$ cat config.mk
export PLATFORM = sky130hd
export DESIGN_NAME = tqvp_byte_pwm
export DESIGN_NICKNAME = d
export VERILOG_FILES = /design/src/rtl/tqvp_byte_pwm.sv
export SDC_FILE = /design/constraint.sdc
export NUM_CORES = 1
export LEC_CHECK = 0
export ABC_AREA = 1
export CELL_PAD_IN_SITES_DETAIL_PLACEMENT = 0
export CELL_PAD_IN_SITES_GLOBAL_PLACEMENT = 2
export CORE_UTILIZATION = 30
export CTS_BUF_LIST = sky130_fd_sc_hd__clkbuf_16
export DETAILED_ROUTE_END_ITERATION = 16
export GPL_TIMING_DRIVEN = 1
export HOLD_SLACK_MARGIN = 0.06
export PLACE_DENSITY = 0.81
export SYNTH_ARGS = -nofsm -noshare
export SYNTH_HDL_FRONTEND = slang
export SYNTH_SLANG_ARGS = --single-unit
$ cat constraint.sdc
create_clock -name clk -period 1.8 [get_ports clk]
set_input_delay 0.36 -clock clk [delete_from_list [all_inputs] [get_ports clk]]
set_output_delay 0.36 -clock clk [all_outputs]
set_load 0.03 [all_outputs]
$ cat src/rtl/tqvp_byte_pwm.sv
// tqvp_byte_pwm: multi-channel 8-bit PWM for the TinyQV byte-peripheral slot
module tqvp_byte_pwm #(
    parameter int NUM_CH = 4
) (
    input  logic       clk,
    input  logic       rst_n,
    input  logic [7:0] ui_in,
    output logic [7:0] uo_out,
    input  logic [3:0] address,
    input  logic       data_write,
    input  logic [7:0] data_in,
    output logic [7:0] data_out
);
    logic [2:0] ctrl_q, ctrl_d;
    logic [7:0] presc_q, presc_d;
    logic [7:0] period_q, period_d;
    logic [7:0] period_act_q, period_act_d;
    logic [7:0] presc_cnt_q, presc_cnt_d;
    logic [7:0] count_q, count_d;
    logic       wrap_q, wrap_d;
    logic [7:0] duty_q [NUM_CH];
    logic [7:0] duty_d [NUM_CH];
    logic [7:0] duty_act_q [NUM_CH];
    logic [7:0] duty_act_d [NUM_CH];
    logic       en, tick, wrap_now, load;
    logic       unused_ui;

    assign en        = ctrl_q[0];
    assign unused_ui = ^ui_in;

    // Bus writes to pending registers, prescaler/period counting and active-copy reload
    always_comb begin
        ctrl_d      = (data_write && address == 4'h0) ? data_in[2:0] : ctrl_q;
        presc_d     = (data_write && address == 4'h1) ? data_in : presc_q;
        period_d    = (data_write && address == 4'h2) ? data_in : period_q;
        tick        = en && (presc_cnt_q >= presc_q);
        wrap_now    = tick && (count_q >= period_act_q);
        load        = !en || wrap_now;
        presc_cnt_d = (!en || tick) ? 8'h00 : presc_cnt_q + 8'h01;
        count_d     = !en ? 8'h00 : !tick ? count_q : wrap_now ? 8'h00 : count_q + 8'h01;
        period_act_d = load ? period_q : period_act_q;
        wrap_d      = wrap_now || (wrap_q && !(data_write && address == 4'h3 && data_in[0]));
        for (int i = 0; i < NUM_CH; i++) begin
            duty_d[i]     = (data_write && address == 4'(8 + i)) ? data_in : duty_q[i];
            duty_act_d[i] = load ? duty_q[i] : duty_act_q[i];
        end
    end

    // Register state with synchronous active-low reset
    always_ff @(posedge clk) begin
        if (!rst_n) begin
            ctrl_q       <= 3'b000;
            presc_q      <= 8'h00;
            period_q     <= 8'h00;
            period_act_q <= 8'h00;
            presc_cnt_q  <= 8'h00;
            count_q      <= 8'h00;
            wrap_q       <= 1'b0;
            duty_q       <= '{default: 8'h00};
            duty_act_q   <= '{default: 8'h00};
        end else begin
            ctrl_q       <= ctrl_d;
            presc_q      <= presc_d;
            period_q     <= period_d;
            period_act_q <= period_act_d;
            presc_cnt_q  <= presc_cnt_d;
            count_q      <= count_d;
            wrap_q       <= wrap_d;
            duty_q       <= duty_d;
            duty_act_q   <= duty_act_d;
        end
    end

    // Register read mux; unmapped and absent duty channels read 0
    always_comb begin
        data_out = 8'h00;
        case (address)
            4'h0:    data_out = {5'b00000, ctrl_q};
            4'h1:    data_out = presc_q;
            4'h2:    data_out = period_q;
            4'h3:    data_out = {7'b0000000, wrap_q};
            4'h4:    data_out = count_q;
            default: begin
                for (int i = 0; i < NUM_CH; i++)
                    if (address == 4'(8 + i)) data_out = duty_q[i];
            end
        endcase
    end

    for (genvar i = 0; i < 8; i++) begin : g_out
        if (i < NUM_CH) begin : g_pwm
            assign uo_out[i] = (en && (count_q < duty_act_q[i])) ^ ctrl_q[1];
        end else begin : g_pass
            assign uo_out[i] = ctrl_q[2] & ui_in[i];
        end
    end
endmodule
After elaboration in Yosys (flattened, before gate mapping)
Index checks and enable logic that the tools add are counted.
Storage, ports and cells
  flip-flop bits (word level): 108
  latch bits: 0
  RAM bits: 0
  bits in read-only memories: 0
  input port bits: 23
  output and inout bits: 16
  logic and storage cells: 70
  memories: 0
Operators by class
  add/sub/neg operators: 2
  multipliers: 0
  div/mod/pow operators: 0
  magnitude comparators: 6
  eq/ne operators: 8
  shift operators: 0
  mux-type cells: 6
  bitwise logic cells: 9
  reductions and logical operators: 24
Operator list (count)
  $mux 8: 5
  $pmux 8 s5: 1
  $lt 8x8->1: 4
  $add 8x1->8 const B: 2
  $eq 4x4->1 const B: 4
  $ge 8x8->1: 2
  $logic_and 1x1->1: 16
  $eq 4x2->1 const B: 2
  $and 1x1->1: 4
  $eq 4x1->1 const B: 1
  $eq 4x3->1 const B: 1
  $logic_not 4->1: 1
  $xor 1x1->1: 4
  $logic_or 1x1->1: 3
  $logic_not 1->1: 2
  $reduce_and 2->1: 1
  $reduce_or 2->1: 1
  $not 1->1: 1

Depth between registers and ports, before layout
  depth after elaboration: 6
  depth in mapped cells: 15
  mapped depth without buffers: 14

Worst setup path after synthesis
OpenSTA, ideal clock, no wires.
  kind: register to output
  start: register count_q[5]
  end: output uo_out[0]
  arrival time: 1.477 ns
  required time: 1.440 ns
  path slack: -0.037 ns
  stages on the path, launching flop included: 7
  buffers on the path: 0
  cell sequence: dfxtp_1 -> ha_1 -> a21oi_1 -> nor2_1 -> a211oi_1 -> nand4_1 -> nand2_1
On the way
  cells in the longest elaborated chain, start to end: 3
RTL lines
  start, declared: RTL line 19  | logic [7:0] count_q, count_d;
  start signal, assigned: RTL line 67  | count_q <= count_d;
  $lt 8x8->1: RTL line 92  | assign uo_out[i] = (en && (count_q < duty_act_q[i])) ^ ctrl_q[1];
  $logic_and 1x1->1: RTL line 92
  $xor 1x1->1: RTL line 92
  end, declared: RTL line 8  | output logic [7:0] uo_out,
Every way passes these cells.

Worst setup path in the final report
  start: register count_q[5]
  end: output uo_out[3]
Same word-level chain as after synthesis.

==> flow_summary.html <==
<table>
<tr><th>Metric</th><th>Value</th></tr>
<tr><th colspan="2">STA</th></tr>
<tr><td>Final worst clock skew</td><td>0.0119 ns</td></tr>
<tr><td>Setup repair after global routing missed its margin</td><td>yes</td></tr>
<tr><td>Time the worst path needs with I/O delays and setup</td><td>2.19 ns</td></tr>
<tr><td>Tightest Pin Transition</td><td>0.431 ns</td></tr>
<tr><td>Final hold slack</td><td>0.342 ns</td></tr>
<tr><td>Final setup margin</td><td>-0.395 ns</td></tr>
<tr><td>Part of the cycle the worst path needs</td><td>1.22</td></tr>
<tr><td>Setup violations, final</td><td>53</td></tr>
<tr><td>Final Hold Fails</td><td>0</td></tr>
<tr><td>Slew headroom</td><td>0.712</td></tr>
<tr><td>Max Freq</td><td>0.456 GHz</td></tr>
<tr><td>Final-report max-slew violation count</td><td>0</td></tr>
<tr><th colspan="2">Place</th></tr>
<tr><td>Placed cell area</td><td>0.00707 mm²</td></tr>
<tr><td>Weighted congestion reported at the end of routability-driven placement</td><td>0.913</td></tr>
<tr><td>Placed instance count</td><td>1,209</td></tr>
<tr><td>Post-DP HPWL</td><td>13,500 µm</td></tr>
<tr><td>I/O Buffers</td><td>34</td></tr>
<tr><th colspan="2">Global routing</th></tr>
<tr><td>Number of antenna violations at the first check in global routing</td><td>0</td></tr>
<tr><td>Maximum number of pins on one net before global-route repair</td><td>83</td></tr>
<tr><td>Total overflow reported by the global router</td><td>0</td></tr>
<tr><td>Vias in the first global route</td><td>5,357</td></tr>
<tr><td>GRT Total Usage</td><td>0.201</td></tr>
<tr><td>Wire length of the first global-routing pass</td><td>30,500 µm</td></tr>
<tr><th colspan="2">Route</th></tr>
<tr><td>Wire length on met2</td><td>8610 µm</td></tr>
<tr><td>Uppermost routed layer</td><td>met4</td></tr>
<tr><td>Via count normalized by instance count</td><td>4.64</td></tr>
<tr><td>Count of unresolved DRC violations after routing</td><td>0</td></tr>
<tr><td>Number of DRC violations after detailed-routing iteration 0</td><td>353</td></tr>
<tr><td>Total length of routed met3 wires</td><td>746 µm</td></tr>
<tr><td>Met1 wire length</td><td>9710 µm</td></tr>
<tr><td>DR vias</td><td>5,835</td></tr>
<tr><td>Routed Wire Length</td><td>19,500 µm</td></tr>
<tr><td>Average detailed-routed wire length per instance</td><td>15.5 µm</td></tr>
<tr><td>Total iterations of the first detailed-routing run</td><td>4</td></tr>
<tr><td>Post-route antenna net violation count</td><td>0</td></tr>
<tr><th colspan="2">Pwr</th></tr>
<tr><td>Net switching share of the total power</td><td>0.274</td></tr>
<tr><td>Combinational cell fraction of total power</td><td>0.097</td></tr>
<tr><td>Relative contribution of the clock network to total power</td><td>0.409</td></tr>
<tr><td>Leakage component of the power</td><td>0.00383 µW</td></tr>
<tr><td>Internal power</td><td>3600 µW</td></tr>
<tr><td>Power density of the placed cells</td><td>570 mW/mm²</td></tr>
<tr><td>Sequential share of power</td><td>0.494</td></tr>
<tr><td>Power spent charging and discharging nets</td><td>1360 µW</td></tr>
<tr><td>Power after layout</td><td>4950 µW</td></tr>
<tr><td>Worst supply voltage drop on vdd</td><td>0.421 mV</td></tr>
<tr><th colspan="2">Logic synthesis</th></tr>
<tr><td>Most frequently used flop master after synthesis</td><td>dfxtp_1</td></tr>
<tr><td>Post-synth net total</td><td>936</td></tr>
<tr><td>Post-synthesis register bit count</td><td>108</td></tr>
<tr><td>Share of synthesized area occupied by flip-flops and latches</td><td>0.363</td></tr>
<tr><td>Library cell occupying the most area in the post-synthesis netlist</td><td>dfxtp_1</td></tr>
<tr><td>Most frequently used cell type in the post-synthesis netlist</td><td>nand2_1</td></tr>
<tr><td>Unique cell type count in the Yosys netlist</td><td>34</td></tr>
<tr><td>Cell Area, Synth</td><td>0.00596 mm²</td></tr>
<tr><td>Mapped Avg Cell Area</td><td>6.87 µm²</td></tr>
<tr><td>Number of flops mapped to enable cells by yosys</td><td>0</td></tr>
<tr><td>Area share of the largest cell type after synthesis</td><td>0.363</td></tr>
<tr><td>Mapped Cells</td><td>867</td></tr>
<tr><td>Top cell types by occurrence after synthesis</td><td>nand2_1, inv_1, dfxtp_1, nand3_1, a21oi_1</td></tr>
<tr><td>Leading cell types by total area after synthesis</td><td>dfxtp_1, nand2_1, inv_1</td></tr>
<tr><td>Fraction of synthesis flops using an asynchronous set or reset pin</td><td>0</td></tr>
<tr><td>YS warnings</td><td>0</td></tr>
<tr><th colspan="2">Worst setup path</th></tr>
<tr><td>Data required time of the worst path</td><td>1.44 ns</td></tr>
<tr><td>Startpoint class of the critical path</td><td>flip-flop</td></tr>
<tr><td>Slowest stage cell, crit path</td><td>dfxtp_2</td></tr>
<tr><td>Worst Path Buf+Inv</td><td>2</td></tr>
<tr><td>Reg2Reg Depth</td><td>14</td></tr>
<tr><td>Crit Path Class</td><td>reg -&gt; out</td></tr>
<tr><td>Capturing element type of the critical path</td><td>output pin</td></tr>
<tr><td>Kind of cell with the highest combined delay on the critical path</td><td>flip-flops</td></tr>
<tr><td>Longest individual stage delay on the worst path</td><td>0.36 ns</td></tr>
<tr><td>Highest fanout seen on the critical path</td><td>5</td></tr>
<tr><td>Series of cell instances along the critical path</td><td>buf_12 &gt; ha_4 &gt; a21oi_2 &gt; nor2_1 &gt; a211oi_2 &gt; nand3_1 &gt; nand2_1 &gt; nand2_2 &gt; buf_6</td></tr>
<tr><td>Signal arrival time at the worst endpoint</td><td>1.83 ns</td></tr>
<tr><td>Crit path depth</td><td>9</td></tr>
<tr><th colspan="2">Min path</th></tr>
<tr><td>Cells on Worst Hold Path</td><td>3</td></tr>
<tr><td>Worst min path class</td><td>in -&gt; reg</td></tr>
<tr><th colspan="2">CTS</th></tr>
<tr><td>Clock tree from TritonCTS</td><td>done</td></tr>
<tr><td>CTS Buf Count</td><td>9</td></tr>
<tr><td>Clock-pin slew of the registers on the worst-case setup and hold paths</td><td>0.08 ns</td></tr>
<tr><td>Library cell used as clock root buffer</td><td>clkbuf_16</td></tr>
<tr><td>Buffers from clock root to sink, at most</td><td>2</td></tr>
<tr><td>Clock Latency Late Sink</td><td>0.37 ns</td></tr>
<tr><td>Max H-tree Level</td><td>3</td></tr>
<tr><td>Number of clock sinks seen by CTS</td><td>108</td></tr>
<tr><th colspan="2">Floorplanning</th></tr>
<tr><td>FP Rows</td><td>51</td></tr>
<tr><td>Die Y-Extent</td><td>143 µm</td></tr>
<tr><td>Die X-Extent</td><td>143 µm</td></tr>
<tr><td>Initial Utilization</td><td>0.306</td></tr>
<tr><td>Core Box Area</td><td>0.0195 mm²</td></tr>
<tr><td>Area of the die</td><td>0.0204 mm²</td></tr>
<tr><td>Number of I/O pins</td><td>39</td></tr>
<tr><th colspan="2">Layout</th></tr>
<tr><td>Filler Cell Count</td><td>1,949</td></tr>
<tr><td>Sequential cell area</td><td>0.00218 mm²</td></tr>
<tr><td>Nets@finish</td><td>1,057</td></tr>
<tr><td>Total area of multi-input combinational cells</td><td>0.00385 mm²</td></tr>
<tr><td>Final Instance Area</td><td>0.00869 mm²</td></tr>
<tr><td>Non-filler cells in the finished layout</td><td>1,258</td></tr>
<tr><td>Count of antenna diodes in the layout</td><td>0</td></tr>
<tr><td>Fraction of final layout cells with drive strength greater than 1</td><td>0.310</td></tr>
<tr><td>Final core utilization</td><td>0.447</td></tr>
<tr><td>Area growth from synthesis to layout</td><td>45.9%</td></tr>
<tr><th colspan="2">Status</th></tr>
<tr><td>Result of the run</td><td>finished, violations left</td></tr>
<tr><td>Violations in the final reports</td><td>setup timing</td></tr>
<tr><th colspan="2">Flow run</th></tr>
<tr><td>Total of max-cap violations</td><td>0</td></tr>
</table>
==> flip-flops by register name, indices dropped and copies added (netlist names) <==
| name | count |
|---|---|
| duty_act_q | 32 |
| duty_q | 32 |
| count_q | 8 |
| period_act_q | 8 |
| period_q | 8 |
| presc_cnt_q | 8 |
| presc_q | 8 |
| ctrl_q | 3 |
| wrap_q | 1 |
==> power by group through the flow <==
stage	logic, µW	registers (µW)	clock network [µW]
detailed placement	394	2500	0
floorplan	223	2490	0
finish	483	2440	2030
global placement	395	2500	0
CTS	453	2440	2080
global route	528	2450	2160
==> timing repair <==
item,CTS,global route
setup buffers,19,8
pin swaps,73,41
hold buffers,0,0
cloned,10,0
setup endpoints to repair,60,68
resized for setup,177,67
==> worst paths after layout <==
| kind | slack, ns | end | from |
|---|---|---|---|
| worst min-delay path | 0.34 | count_q[7]$_SDFFE_PN0P_ | rst_n |
| worst min register to register | 0.50 | duty_q[1]$_SDFFE_PN0P_ | duty_q[1]$_SDFFE_PN0P_ |
| worst max-delay path | -0.39 | uo_out[3] | count_q[5]$_SDFFE_PN0P_ |
| worst max register to register | -0.25 | period_act_q[7]$_SDFFE_PN0P_ | count_q[5]$_SDFFE_PN0P_ |
==> layout by cell type (no fill, tap or decap), types with 3 or more instances in the layout <==
cell and n:
nand2_4 13, nor2_1 21, o21ai_0 36, inv_2 9, o21ai_2 3, o22ai_1 9
inv_6 3, buf_4 78, dfxtp_1 97, a211oi_2 5, buf_12 10, dfxtp_2 11
nand4_1 16, ha_4 20, o22ai_4 4, nand2_2 46, a21oi_1 59, o211ai_1 4
ha_1 26, nand3_2 10, buf_6 25, nor2_2 3, clkdlybuf4s50_1 13, nand2_8 8
nand2_1 165, buf_8 7, buf_16 3, a21oi_2 16, nor2_4 5, nand3_1 66
o21ai_1 7, clkbuf_16 9, inv_1 156
==> cell families after synthesis <==
kind of cell               count (synthesis)  share of synthesized area
and+or+nand+nor                          354                      0.256
buffers and inverters                    203                      0.141
AOI/OAI and AO/OA                        153                      0.139
DFF                                      108                      0.363
adders and majority gates                 46                     0.0966
xor gates and xnor gates                   3                    0.00441
==> per-stage QoR <==
step | setup TNS [ns] | worst slack, ns
after floorplan | 0 | 0.0105
after global placement | -20.71 | -0.484
after detailed placement | -20.88 | -0.469
after CTS | -11.19 | -0.421
after global routing | -15.34 | -0.494
final | -10.76 | -0.395
==> cell type report <==
type | instances | share of cell area
repair buffers | 138 | 0.161
clock inverters | 7 | 0.00777
flip-flops and latches | 108 | 0.250
inverters | 168 | 0.0741
well taps | 265 | 0.0382
multi-input cells | 563 | 0.443
clock buffers | 9 | 0.0259
==> worst register-to-register path, delay by kind of cell (launching register included) <==
family	cells	cell delay (ns)
and+or+nand+nor	8	0.72
adders and majority gates	1	0.26
buffers and inverters	5	0.63
DFF	1	0.34
==> metal layers <==
layer	vias to the layer above	GRT usage
met5	-	0
met1	2637	0.277
met2	134	0.312
met4	0	0.0707
li1	3036	-
met3	28	0.0355
No activity file was read; power rests on OpenSTA's default activity.
